--- src/rtl/fetch_pc_ctrl.sv ---
// fetch_pc_ctrl
// Fetch-stage program counter controller with a direct-mapped branch
// history table (BHT). It sequences the fetch PC, predicts the next PC from
// the table, redirects on decode-stage mispredictions and trains the table
// with resolved branch outcomes.
//
// Ports
//   clk             single clock, all state changes on its rising edge
//   rst             synchronous active-high reset
//   stall           hold the fetch PC (pipeline frozen)
//   d_valid         decode stage holds a valid instruction
//   d_pc            word PC of the decode instruction
//   d_nextpc        resolved next PC from decode
//   d_fail_predict  decode reports a misprediction
//   d_is_branch     decode instruction is a conditional branch or JAL
//   d_taken         resolved direction of the decode instruction
//   pc              current fetch word PC
//   pc_predicted    predicted next PC for the instruction at pc
//   fetch_valid     instruction fetched at pc is valid
//   flush           kill the wrong-path instruction in fetch/decode
//   mispredict_cnt  saturating misprediction counter
module fetch_pc_ctrl #(
    parameter int BHT_IDX = 4
) (
    input  logic        clk,
    input  logic        rst,
    input  logic        stall,
    input  logic        d_valid,
    input  logic [12:0] d_pc,
    input  logic [12:0] d_nextpc,
    input  logic        d_fail_predict,
    input  logic        d_is_branch,
    input  logic        d_taken,
    output logic [12:0] pc,
    output logic [12:0] pc_predicted,
    output logic        fetch_valid,
    output logic        flush,
    output logic [15:0] mispredict_cnt
);

    localparam int ENTRIES = 1 << BHT_IDX;

    typedef enum logic {
        INIT,
        RUN
    } state_t;

    state_t             state_q, state_d;
    logic [BHT_IDX-1:0] idx_q, idx_d;
    logic [12:0]        pc_q, pc_d;
    logic [15:0]        cnt_q, cnt_d;
    logic               hold_q, hold_d;

    logic               valid_q [ENTRIES];
    logic [1:0]         ctr_q   [ENTRIES];
    logic [12:0]        tgt_q   [ENTRIES];

    logic [BHT_IDX-1:0] look_idx;
    logic [BHT_IDX-1:0] upd_idx;
    logic [12:0]        pc_inc;
    logic               redirect;
    logic               upd_en;

    logic               wr_en;
    logic [BHT_IDX-1:0] wr_idx;
    logic               wr_valid;
    logic [1:0]         wr_ctr;
    logic               wr_tgt_en;
    logic [12:0]        wr_tgt;

    // Only the low PC bits index the table; the upper decode PC bits are
    // intentionally unused (aliasing entries share a slot).
    logic               unused_d_pc_hi;
    assign unused_d_pc_hi = ^d_pc[12:BHT_IDX];

    assign look_idx       = pc_q[BHT_IDX-1:0];
    assign upd_idx        = d_pc[BHT_IDX-1:0];
    assign pc             = pc_q;
    assign mispredict_cnt = cnt_q;

    // Prediction reads the registered table, so an update to the same entry
    // in this cycle is not visible until the following cycle. While the
    // table is being cleared (or reset is held) the entry under pc may
    // still hold stale data, so the sequential PC is forced.
    always_comb begin
        pc_inc       = pc_q + 13'd1;
        pc_predicted = pc_inc;
        if (rst || state_q == INIT) begin
            pc_predicted = 13'd1;
        end else if (valid_q[look_idx] && ctr_q[look_idx][1]) begin
            pc_predicted = tgt_q[look_idx];
        end
    end

    // Control FSM: INIT walks the index counter over every table entry,
    // RUN sequences the PC. A redirect wins over stall; a redirect taken
    // while stalled costs one bubble on the following cycle (hold_q).
    always_comb begin
        state_d     = state_q;
        idx_d       = idx_q;
        pc_d        = pc_q;
        cnt_d       = cnt_q;
        hold_d      = 1'b0;
        redirect    = 1'b0;
        upd_en      = 1'b0;
        fetch_valid = 1'b0;
        flush       = 1'b0;
        if (state_q == INIT) begin
            idx_d = idx_q + 1'b1;
            pc_d  = 13'd0;
            if (idx_q == {BHT_IDX{1'b1}}) begin
                state_d = RUN;
            end
        end else begin
            redirect    = d_valid & d_fail_predict;
            flush       = redirect & ~rst;
            fetch_valid = ~hold_q & ~rst;
            upd_en      = d_valid & d_is_branch & ~stall;
            hold_d      = redirect & stall;
            if (redirect) begin
                pc_d = d_nextpc;
            end else if (!stall) begin
                pc_d = pc_predicted;
            end
            if (redirect && cnt_q != 16'hFFFF) begin
                cnt_d = cnt_q + 16'd1;
            end
        end
    end

    // Table write port: INIT clears one entry per cycle, RUN trains the
    // entry of the resolved branch. Targets change only on taken outcomes.
    always_comb begin
        wr_en     = 1'b0;
        wr_idx    = upd_idx;
        wr_valid  = 1'b1;
        wr_ctr    = ctr_q[upd_idx];
        wr_tgt_en = 1'b0;
        wr_tgt    = d_nextpc;
        if (state_q == INIT) begin
            wr_en     = 1'b1;
            wr_idx    = idx_q;
            wr_valid  = 1'b0;
            wr_ctr    = 2'd1;
            wr_tgt_en = 1'b1;
            wr_tgt    = 13'd0;
        end else if (upd_en) begin
            wr_en     = 1'b1;
            wr_tgt_en = d_taken;
            if (d_taken) begin
                if (ctr_q[upd_idx] != 2'd3) begin
                    wr_ctr = ctr_q[upd_idx] + 2'd1;
                end
            end else begin
                if (ctr_q[upd_idx] != 2'd0) begin
                    wr_ctr = ctr_q[upd_idx] - 2'd1;
                end
            end
        end
    end

    // Control registers; reset restarts the table clear from index 0 and
    // discards anything the datapath wanted to do this cycle.
    always_ff @(posedge clk) begin
        if (rst) begin
            state_q <= INIT;
            idx_q   <= '0;
            pc_q    <= 13'd0;
            cnt_q   <= 16'd0;
            hold_q  <= 1'b0;
        end else begin
            state_q <= state_d;
            idx_q   <= idx_d;
            pc_q    <= pc_d;
            cnt_q   <= cnt_d;
            hold_q  <= hold_d;
        end
    end

    // Table storage has no reset of its own; the INIT sweep that follows
    // every reset clears it.
    always_ff @(posedge clk) begin
        if (!rst && wr_en) begin
            valid_q[wr_idx] <= wr_valid;
            ctr_q[wr_idx]   <= wr_ctr;
            if (wr_tgt_en) begin
                tgt_q[wr_idx] <= wr_tgt;
            end
        end
    end

endmodule

--- config.mk ---
export PLATFORM = sky130hd
export DESIGN_NAME = fetch_pc_ctrl
export DESIGN_NICKNAME = d
export VERILOG_FILES = /design/src/rtl/fetch_pc_ctrl.sv
export SDC_FILE = /design/constraint.sdc
export NUM_CORES = 1
export LEC_CHECK = 0
export ABC_AREA = 1
export CORE_UTILIZATION = 45
export DETAILED_ROUTE_END_ITERATION = 8
export PLACE_DENSITY_LB_ADDON = 0.12
export SLEW_MARGIN = 15
export SYNTH_ARGS = -nofsm -noshare
export SYNTH_HDL_FRONTEND = slang
export SYNTH_SLANG_ARGS = --single-unit
--- constraint.sdc ---
create_clock -name clk -period 2.9 [get_ports clk]
set_input_delay 0.435 -clock clk [delete_from_list [all_inputs] [get_ports clk]]
set_output_delay 0.435 -clock clk [all_outputs]
set_load 0.1 [all_outputs]
# == After elaboration in Yosys (flattened, before gate mapping) ==
# Memory sizes are Yosys's and may differ from the RTL's. A register that Yosys moved wholly into a read port is not among the register bits.
# Cells that the tools add are included.
# word_totals
word_cells,67
ramBits,256
memories,3
in_bits,33
reg_bits,35
out_inout_bits,44
# mem_list
name,depth,word_bits,rd,rd_clocked_by_memory_dff,write_ports,line_no,source
tgt_q,16,13,1,1,1,56,logic [12:0] tgt_q [ENTRIES];
ctr_q,16,2,2,1,1,55,logic [1:0] ctr_q [ENTRIES];
valid_q,16,1,1,1,1,54,logic valid_q [ENTRIES];
# classes
n_bitwise,10
addsub,5
reduce_logical,8
n_eq_ne,4
n_mux,32
# ops
cell,n
$mux 13,5
$mux 4,7
$add 16x1->16 const B,1
$ne 16x16->1 const B,1
$mux 1,15
$add 13x1->13 const B,1
$mux 2,5
$and 1x1->1,6
$add 4x1->4 const B,1
$eq 4x4->1 const B,1
$not 1->1,4
$logic_and 1x1->1,3
$add 2x1->2 const B,1
$ne 2x1->1 const B,1
$ne 2x2->1 const B,1
$reduce_and 2->1,1
$reduce_bool 2->1,1
$reduce_or 2->1,1
$sub 2x1->2 const B,1
$logic_not 1->1,1
$logic_or 1x1->1,1

# == Longest topological paths before layout ==
# Gate-level depths: netlist of run 1.
# logic_depth
depth_word,8
depth_mapped,13
ltp_nobuf,11

# == Least setup slack after synthesis of run 1 ==
# OpenSTA, ideal clock, no wires.
# synth_timing
path_type,flip-flop to output port
start,reg pc_q[0] (netlist: pc[0])
end,out pc_predicted[10]
t_arrival_ps,3257
path_stages_with_launch,10
t_required_ps,2465
path_slack_ps,-792
n_path_buf,0
path_cell_list,dfxtp_1 > ha_1 > nand2_1 > nor2_1 > nand2_1 > o21ai_0 > o21ai_0 > nand2_1 > nand2_1 > nor2_1
# synth_via
elab_chain_len,3
# synth_lines
item,line_no,source
from (decl),50,"logic [12:0] pc_q, pc_d;"
from (signal assigned),174,pc_q <= pc_d;
$add 13x1->13,86,pc_inc = pc_q + 13'd1;
$mux 13,90,end else if (valid_q[look_idx] && ctr_q[look_idx][1]) begin
$mux 13,88,if (rst || state_q == INIT) begin
to (decl),35,"output logic [12:0] pc_predicted,"
# No other way between the ends.

==> flow_metrics.tcl, run 1 <==
set metrics [dict create \
    status "finished clean" \
    final_cell_area_um2 16060 \
    post-route-drc-count 0 \
    path_class "reg2out" \
    total_power_w 0.009055 \
    grt_pass1_wl_um 51090 \
    ys.flop_type "edfxtp_1" \
    ctsHoldBuffers 0 \
    syn_nets 1337 \
    vias 9635 \
    yosysUniqueCellTypes 35 \
    cts_tree "built" \
    cts_buffer_depth 3 \
    reg2reg_slack_ns 0.62 \
    postRouteWirelength_um 33590 \
    max_slew_margin_pct 27.53 \
    drt_iter0_drc 730 \
    rr_startpoint "state_q$_SDFF_PP0_" \
    drtAntennaViolNets 0 \
    maxCapViolCount 0 \
    r2r-end "valid_q[1]$_DFFE_PP_" \
    ioPinCount 77 \
    tightest_slew_ns 1.087 \
    core-area_um2 28630 \
    period_needed_ns 2.797 \
    portBuffers 67 \
    hold_depth 2 \
    nets 1442 \
    areaGrowthSynthToFinish_pct 22.92 \
    critPathMaxFanout 16 \
    antenna_found_initial 0 \
    slew_viol_final 0 \
    dr.pass1.iters 5 \
    die_h_um 172.4 \
    post_layout_nonfiller_instances 1815 \
    post-route-period-util_pct 96.47 \
    grt-ovfl-total 0 \
    layout_common_cells "nand2_1, edfxtp_1, nand3_1" \
    hold_end "state_q$_SDFF_PP0_" \
    numCtsBuffers 34 \
    routed_via_density 5.309 \
    final_common_cell "nand2_1" \
    synthArstFlopShare_pct 0 \
    worstPathArrival_ns 2.36 \
    end_kind "output pin" \
    powerDensity_nw_per_um2 563.7 \
    p_leak_nw 5.976 \
    critPathSlowestCell "dfxtp_4" \
    cpPeakStageDelay_ns 0.38 \
    finalSetupViolations 0 \
    syn_avg_cell_area_um2 10.04 \
    synth_edf_count 256 \
    postSynthCellCount 1301 \
    crit_chain "clkinv_8 -> buf_6 -> nand2_1 -> nand3_1 -> nand3_4 -> buf_12 -> nand3_1 -> nand2_1 -> nor2_2 -> buf_12" \
    netlist_area_um2 13070 \
    fin_tns_setup_ns 0 \
    cts-root-buf "clkbuf_16" \
    rsz0062_at_grt "true" \
    fmax_ghz 0.3575 \
    routedWlPerCell_um 18.50 \
    h-tree-depth 2 \
    hpwlAfterDp_um 20910 \
    grt_max_degree 52 \
    synth_warnings 0 \
    crit_required_ns 2.47 \
    fin_hold_ws_ns 0.5063 \
    drive_gt1_share_pct 15.30 \
    die_area_um2 29730 \
    die_w_um 172.4 \
    routabilityCongestion 0.9204 \
    hold_viol 0 \
    cts.sinks 295 \
    fin_skew_ns 0.02231 \
    worstHoldStart "idx_q[3]$_SDFFE_PP0N_" \
    dpl_cell_area_um2 14680 \
    min_path_type "reg2reg" \
    synth-seq-cells 295 \
    r2r_cells 6 \
    n_antenna_cell 0 \
    clkTransAtPathRegs_ns 0.06 \
    clk-insertion-delay-late_ns 0.52 \
    row_count 62 \
    crit_path_start_kind "flip-flop" \
    dp.cells 1744 \
    start_util_pct 45.65 \
    grt_pass1_vias 9218 \
    ir_drop_uv 472.8 \
    ys_seq_area_share_pct 64.80 \
    grt.total_usage_pct 22.96 \
]
-- cells in the mapped netlist, types with 5 or more instances --
cell type  instances  area, um^2
nor4_1            15       93.84
buf_4              6       45.04
xor2_1            14       122.6
o21ai_0           32       160.2
nand3_1          236        1181
nor3_1            12       60.06
inv_2              8       30.03
buf_2             41       205.2
nor2_1            77       289.0
inv_1             82       307.8
nand2_1          377        1415
a21oi_1           36       180.2
edfxtp_1         256        7687
buf_1              5       18.77
clkbuf_1          10       37.54
o211ai_1           9       67.56
xnor2_1            5       43.79
dfxtp_1           39       780.8
nand4_1           17       106.4
-- through the flow --
step	setup WS [ns]	util, %
CTS	0.01003	55.70
finish	0.1025	56.12
global placement	-0.1373	51.29
floorplan	-0.1976	-
detailed placement	-0.2183	51.29
global route	-0.01731	56.12
-- kinds of logic after synthesis --
family | share of synthesized area, %
buffers and inverters | 5.276
AOI/OAI and AO/OA | 3.600
adders and majority gates | 0.2873
xor gates and xnor gates | 1.273
DFF | 64.80
and+or+nand+nor | 24.76
-- report_power, final --
group / internal (W) / switching (W) / leakage [nW] / total (W)
clock: 0.00246 / 0.00166 / 0.524 / 0.00412
sequential: 0.00460 / 0.0000146 / 2.65 / 0.00461
combinational: 0.000112 / 0.000209 / 2.81 / 0.000322
total: 0.00717 / 0.00188 / 5.98 / 0.00905
-- flip-flops by register name, indices dropped and copies added (netlist names), named ones only --
| name | cells |
|---|---|
| tgt_q | 208 |
| ctr_q | 32 |
| mispredict_cnt | 16 |
| valid_q | 16 |
| pc | 13 |
| idx_q | 4 |
| hold_q | 1 |
| state_q | 1 |
-- cell type report --
| type | count | area, um^2 |
|---|---|---|
| Fill cell | 2459 | 12560 |
| Clock inverter | 20 | 190.2 |
| Multi-Input combinational cell | 851 | 4192 |
| Inverter | 90 | 355.3 |
| Sequential cell | 295 | 8478 |
| Timing Repair Buffer | 134 | 1480 |
| Clock buffer | 41 | 887.1 |
| Tap cell | 384 | 480.5 |
-- routing by layer --
layer | routed length [um] | up-vias | global-route usage, %
met2 | 16840 | 249 | 39.52
li1 | - | 4685 | -
met3 | 1660 | 58 | 2.930
met5 | 0 | - | 0
met1 | 14220 | 4643 | 29.97
met4 | 869 | 0 | 7.541
-- how the worst max path moves through the flow --
| stage | from | to | slack (ns) |
|---|---|---|---|
| after global placement | d_pc[0] | ctr_q[9][0]$_DFFE_PP_ | -0.14 |
| after CTS | flip-flop | pc_predicted[7] | 0.01 |
| after floorplan | stall | tgt_q[6][0]$_DFFE_PP_ | -0.20 |
| after detailed placement | d_pc[0] | ctr_q[5][0]$_DFFE_PP_ | -0.22 |
| after global routing | flip-flop | pc_predicted[12] | -0.02 |
| final | flip-flop | pc_predicted[7] | 0.10 |
-- what timing repair did --
action | in CTS | in global routing
gates resized for setup | 8 | 19
cloned | 4 | 1
endpoints found under the setup margin | 13 | 13
buffers inserted | 1 | 4
pin swaps | 1 | 2
-- critical path: cells and delay by family, from the launching register on --
kind	cells	cell delay [ns]
flip-flops	1	0.38
buffers and inverters	4	0.70
AND/OR/NAND/NOR	6	0.73
No activity file was read; power rests on OpenSTA's default activity.
==> inputs of run 2 (changes only) <==
--- a/config.mk
+++ b/config.mk
@@ -6,8 +6,10 @@
 export NUM_CORES = 1
 export LEC_CHECK = 0
 export ABC_AREA = 1
+export CORE_ASPECT_RATIO = 0.75
 export CORE_UTILIZATION = 45
 export DETAILED_ROUTE_END_ITERATION = 8
+export GPL_TIMING_DRIVEN = 0
 export PLACE_DENSITY_LB_ADDON = 0.12
 export SLEW_MARGIN = 15
 export SYNTH_ARGS = -nofsm -noshare
==> constraint.sdc (replaced) <==
create_clock -name clk -period 2.9 [get_ports clk]
set_input_delay 0.29 -clock clk [delete_from_list [all_inputs] [get_ports clk]]
set_output_delay 0.29 -clock clk [all_outputs]
set_load 0.1 [all_outputs]
==> run 2 against run 1 <==
Effect of this change:
- clock power decreased by 4%
- routed wire length increased by 16%
- sequential power about the same
- hold slack got worse by 0.44 ns
- die area about the same
- fmax decreased by 3.2%
- core utilization increased by 0.12 points
- register-to-register slack got worse by 0.61 ns
- non-clock buffer count increased by 24
- clock-buffer cell count decreased by 6
- critical path type is now reg2reg
==> flow_metrics.tcl, run 2 (same netlist as run 1, synthesis figures left out) <==
set metrics [dict create \
    status "finished clean" \
    drive_gt1_share_pct 14.40 \
    die_area_um2 29730 \
    total_power_w 0.008876 \
    grt-ovfl-total 0 \
    grt_pass1_vias 9129 \
    areaGrowthSynthToFinish_pct 21.57 \
    cts_tree "built" \
    rr_startpoint "state_q$_SDFF_PP0_" \
    die_h_um 149.6 \
    ctsHoldBuffers 0 \
    final_common_cell "nand2_1" \
    clkTransAtPathRegs_ns 0.06 \
    fillers 2508 \
    ir_drop_uv 464.6 \
    post-route-period-util_pct 99.68 \
    grt_max_degree 23 \
    vias 10110 \
    portBuffers 63 \
    finalSetupViolations 0 \
    end_kind "flip-flop" \
    nets 1462 \
    min_path_type "in2reg" \
    period_needed_ns 2.891 \
    routabilityCongestion 0.9821 \
    powerDensity_nw_per_um2 558.7 \
    cpPeakStageDelay_ns 0.79 \
    hpwlAfterDp_um 27570 \
    crit_required_ns 3.17 \
    fin_tns_setup_ns 0 \
    tightest_slew_ns 1.016 \
    crit_path_start_kind "flip-flop" \
    final_util_pct 56.24 \
    max_slew_margin_pct 32.06 \
    core-area_um2 28250 \
    drtAntennaViolNets 0 \
    n_antenna_cell 0 \
    critPathSlowestCell "nor4_2" \
    largest_register_ff_count 208 \
    worstHoldStart "stall" \
    postRouteWirelength_um 38910 \
    start_util_pct 46.26 \
    routed_via_density 5.505 \
    cp_common_cell "buf_2" \
    clk-insertion-delay-late_ns 0.58 \
    antenna_found_initial 0 \
    post-route-drc-count 0 \
    cts-root-buf "clkbuf_16" \
    p_leak_nw 5.866 \
    critPathMaxFanout 22 \
    ioPinCount 77 \
    fmax_ghz 0.3459 \
    path_class "reg2reg" \
    maxCapViolCount 0 \
    top_regs "tgt_q: 208 flops, ctr_q: 32 flops" \
    grt_pass1_wl_um 57950 \
    rsz0062_at_grt "true" \
    cts.sinks 295 \
    ff_latch_area_um2 8477 \
    cts_buffer_depth 3 \
    h-tree-depth 1 \
    row_count 53 \
    routedWlPerCell_um 21.19 \
    die_w_um 198.8 \
    crit_chain "buf_2 -> o21ai_2 -> inv_2 -> nor4_2 -> buf_2" \
    multi_input_area_um2 4187 \
    grt.total_usage_pct 26.84 \
    numCtsBuffers 31 \
    regMostFlops "tgt_q" \
    startpoint "state_q$_SDFF_PP0_" \
    drt_iter0_drc 1043 \
    worstPathArrival_ns 3.16 \
    fin_skew_ns 0.01597 \
    dr.pass1.iters 5 \
    hold_viol 0 \
    slew_viol_final 0 \
    layout_common_cells "nand2_1, edfxtp_1, nand3_1" \
]
## run 2: cell types whose count changed in the layout (fill, tap and decap cells not counted), sizes merged, moves of 2 or more
cell / before / now
clkinv: 14 / 16
buf: 109 / 91
clkdlybuf4s50: 23 / 48
bufbuf: 2 / 0
clkbuf: 41 / 53
## run 2: worst paths after layout
| kind | end | slack [ns] | depth (start not counted) |
|---|---|---|---|
| min | hold_q$_SDFF_PN0_ | 0.06 | 3 |
| max | tgt_q[2][9]$_DFFE_PP_ | 0.009 | 5 |
| max reg2reg | tgt_q[2][9]$_DFFE_PP_ | 0.009 | 5 |
| min reg2reg | mispredict_cnt[15]$_SDFFE_PP0P_ | 0.51 | 2 |
## run 2: power breakdown
group	internal [W]	leakage, nW	switching (W)
logic	0.0000984	2.73	0.000222
registers	0.00460	2.65	0.0000145
clock network	0.00230	0.490	0.00164
## run 2: stage by stage
| stage | cell area, um^2 | setup WS [ns] | hold slack (ns) | std cells |
|---|---|---|---|---|
| final | 15890 | 0.009347 | 0.06266 | 1836 |
| after global placement | 14260 | -2.736 | 0.4904 | 1749 |
| after detailed placement | 14580 | -0.8158 | 0.4921 | 1775 |
| after floorplan | 13150 | -0.1809 | 0.4693 | 1301 |
| after global routing | 15890 | -0.04742 | 0.07621 | 1836 |
| after CTS | 15660 | 0.01199 | 0.02397 | 1833 |
## run 2: timing repair
action | in CTS | in global routing
buffers inserted | 0 | 3
pin swaps | 0 | 2
endpoints found under the setup margin | 217 | 35
resized for setup | 125 | 58
## run 2: routing by layer
layer	vias to the layer above	wire (um)	GRT usage, %	part of all wire (%)
met2	538	15430	35.84	40
met5	-	0	0	0
met1	4782	17850	43.28	46
li1	4727	-	-	-
met3	61	4796	6.401	12
met4	0	831	5.731	2.1
## run 2: area by class of cell
type	instances	area share, %
Tap cell	385	3.032
Clock inverter	23	1.339
Timing Repair Buffer	92	5.836
Clock buffer	35	4.978
Inverter	90	2.126
Multi-Input combinational cell	850	26.35
Buffer	66	2.977
Sequential cell	295	53.36
## run 2: critical path: cells and delay by family, from the launching register on
| kind | cells | cell delay (ns) |
|---|---|---|
| and+or+nand+nor | 1 | 0.79 |
| DFF | 1 | 0.44 |
| AOI/OAI and AO/OA | 1 | 0.48 |
| buffers and inverters | 3 | 0.87 |
==> inputs of run 3 (changes only) <==
--- a/config.mk
+++ b/config.mk
@@ -10,7 +10,7 @@
 export CORE_UTILIZATION = 45
 export DETAILED_ROUTE_END_ITERATION = 8
 export GPL_TIMING_DRIVEN = 0
-export PLACE_DENSITY_LB_ADDON = 0.12
+export PLACE_DENSITY = 0.65
 export SLEW_MARGIN = 15
 export SYNTH_ARGS = -nofsm -noshare
 export SYNTH_HDL_FRONTEND = slang
==> run 3 against run 2 <==
Effect of this change:
- the run now ends with setup timing left
- routed wire length fell by 0.39%
- worst setup slack got worse by 0.060 ns
- critical path depth rose by 1
- final cell count fell by 0.44%
- flip-flop and latch count did not move
- core utilization fell by 0.35 points
- total power rose by 0.15%
- sequential power barely moved
- combinational power barely moved
- via count rose by 1.6%
- clock power barely moved
- largest cell class unchanged
==> flow_metrics.tcl, run 3 (same netlist as run 1, synthesis figures left out) <==
set metrics [dict create \
    grt_pass1_wl_um 57920 \
    p_int_w 0.007008 \
    r2r_cells 6 \
    cts_tree "built" \
    row_count 53 \
    die_w_um 198.8 \
    postRouteWirelength_um 38760 \
    slew_viol_final 0 \
    grt-ovfl-total 0 \
    routedWlPerCell_um 21.20 \
    grt_pass1_vias 9213 \
    tightest_slew_ns 1.029 \
    cts-root-buf "clkbuf_16" \
    multi_input_area_um2 4168 \
    drtAntennaViolNets 0 \
    post-route-drc-count 0 \
    maxCapViolCount 0 \
    n_antenna_cell 0 \
    finalSetupViolations 11 \
    cts_buffer_depth 3 \
    clkPwrFrac_pct 44.5 \
    ioPinCount 77 \
    swShare_pct 21.16 \
    clkTransAtPathRegs_ns 0.06 \
    clk-insertion-delay-late_ns 0.58 \
    r2r-end "tgt_q[3][7]$_DFFE_PP_" \
    die_h_um 149.6 \
    routabilityCongestion 0.9440 \
    reg2reg_slack_ns -0.05 \
    timing.final.ws_setup_ns -0.05024 \
    grt_max_degree 23 \
    critPathMaxFanout 22 \
    startpoint "state_q$_SDFF_PP0_" \
    worstPathArrival_ns 3.22 \
    fillers 2439 \
    pwr-share-seq_pct 51.9 \
    dr.pass1.iters 5 \
    post-route-period-util_pct 101.7 \
    min_path_type "in2reg" \
    endpoint "tgt_q[3][7]$_DFFE_PP_" \
    crit_required_ns 3.17 \
    final_util_pct 55.88 \
    die_area_um2 29730 \
    largest_register_ff_count 208 \
    drive_gt1_share_pct 13.65 \
    max_slew_margin_pct 31.08 \
    numCtsBuffers 31 \
    violations "setup timing" \
    final_common_cell "nand2_1" \
    nets 1455 \
    hold_viol 0 \
    crit_path_start_kind "flip-flop" \
    ir_drop_uv 409.4 \
    fin_tns_setup_ns -0.4482 \
    grt.total_usage_pct 26.51 \
    ctsHoldBuffers 0 \
    vias 10270 \
    hpwlAfterDp_um 27000 \
    p_comb_share_pct 3.6 \
    powerDensity_nw_per_um2 563.1 \
    areaGrowthSynthToFinish_pct 20.81 \
    regMostFlops "tgt_q" \
    rsz0062_at_grt "true" \
    fmax_ghz 0.3390 \
    fin_skew_ns 0.01272 \
    rr_startpoint "state_q$_SDFF_PP0_" \
    end_kind "flip-flop" \
    path_class "reg2reg" \
    portBuffers 63 \
    p_leak_nw 5.807 \
    ff_latch_area_um2 8474 \
    period_needed_ns 2.950 \
    start_util_pct 46.26 \
    cts.sinks 295 \
    routed_via_density 5.618 \
    h-tree-depth 1 \
    antenna_found_initial 0 \
    drt_iter0_drc 1390 \
    layout_common_cells "nand2_1, edfxtp_1, nand3_1" \
    status "finished, violations left" \
    p_switching_w 0.001881 \
    core-area_um2 28250 \
    top_regs "tgt_q: 208 flops, ctr_q: 32 flops" \
]
run 3: worst min path at each step:
stage	startpoint	endpoint	slack (ns)	cells after the start
after floorplan	idx_q[3]$_SDFFE_PP0N_	state_q$_SDFF_PP0_	0.47	2
after global routing	rst	mispredict_cnt[15]$_SDFFE_PP0P_	0.08	2
after CTS	rst	mispredict_cnt[15]$_SDFFE_PP0P_	0.06	2
after detailed placement	mispredict_cnt[9]$_SDFFE_PP0P_	mispredict_cnt[9]$_SDFFE_PP0P_	0.49	2
final	rst	mispredict_cnt[15]$_SDFFE_PP0P_	0.08	2
after global placement	mispredict_cnt[9]$_SDFFE_PP0P_	mispredict_cnt[9]$_SDFFE_PP0P_	0.49	2
run 3: area by class of cell:
class	count	share of cell area [%]
flip-flops and latches	295	53.68
clock inverters	19	1.268
repair buffers	85	5.619
well taps	385	3.051
multi-input cells	850	26.40
clock buffers	38	5.080
plain buffers	66	2.758
inverters	90	2.140
run 3: metrics by stage:
stage / instances / worst slack, ns / cell area [um^2] / hold WS (ns) / power [W]
finish: 1828 / -0.05024 / 15790 / 0.07513 / 0.008889
global route: 1828 / -0.1151 / 15790 / 0.08407 / 0.009107
CTS: 1828 / 0.005234 / 15610 / 0.06006 / 0.008887
detailed placement: 1771 / -0.8179 / 14570 / 0.4906 / 0.005007
global placement: 1749 / -2.653 / 14260 / 0.4901 / 0.004982
floorplan: 1301 / -0.1809 / 13150 / 0.4693 / 0.004870
run 3: layer usage:
| layer | vias to the layer above | routed length [um] | GRT usage [%] |
|---|---|---|---|
| met2 | 595 | 15940 | 36.64 |
| met3 | 53 | 4979 | 6.108 |
| met1 | 4900 | 17160 | 42.09 |
| met4 | 0 | 675 | 5.077 |
| li1 | 4722 | - | - |
| met5 | - | 0 | 0 |
run 3: power groups by stage:
stage / clock network, W / logic, W / registers [W]
after floorplan: 0 / 0.000168 / 0.00470
after global placement: 0 / 0.000276 / 0.00471
after detailed placement: 0 / 0.000303 / 0.00470
after CTS: 0.00397 / 0.000306 / 0.00461
after global routing: 0.00415 / 0.000342 / 0.00462
final: 0.00396 / 0.000317 / 0.00461
run 3: repair_timing:
action | 4_1_cts | 5_1_grt
endpoints found under the setup margin | 226 | 36
setup buffers | 0 | 0
gates resized for setup | 113 | 52
pin swaps | 0 | 1
run 3: critical path: stages, from the launching register on:
cell	delay, ns
dfxtp_4	0.52
buf_2	0.31
nand2_1	0.10
o21ai_2	0.22
inv_2	0.28
nor4_2	0.84
buf_2	0.35
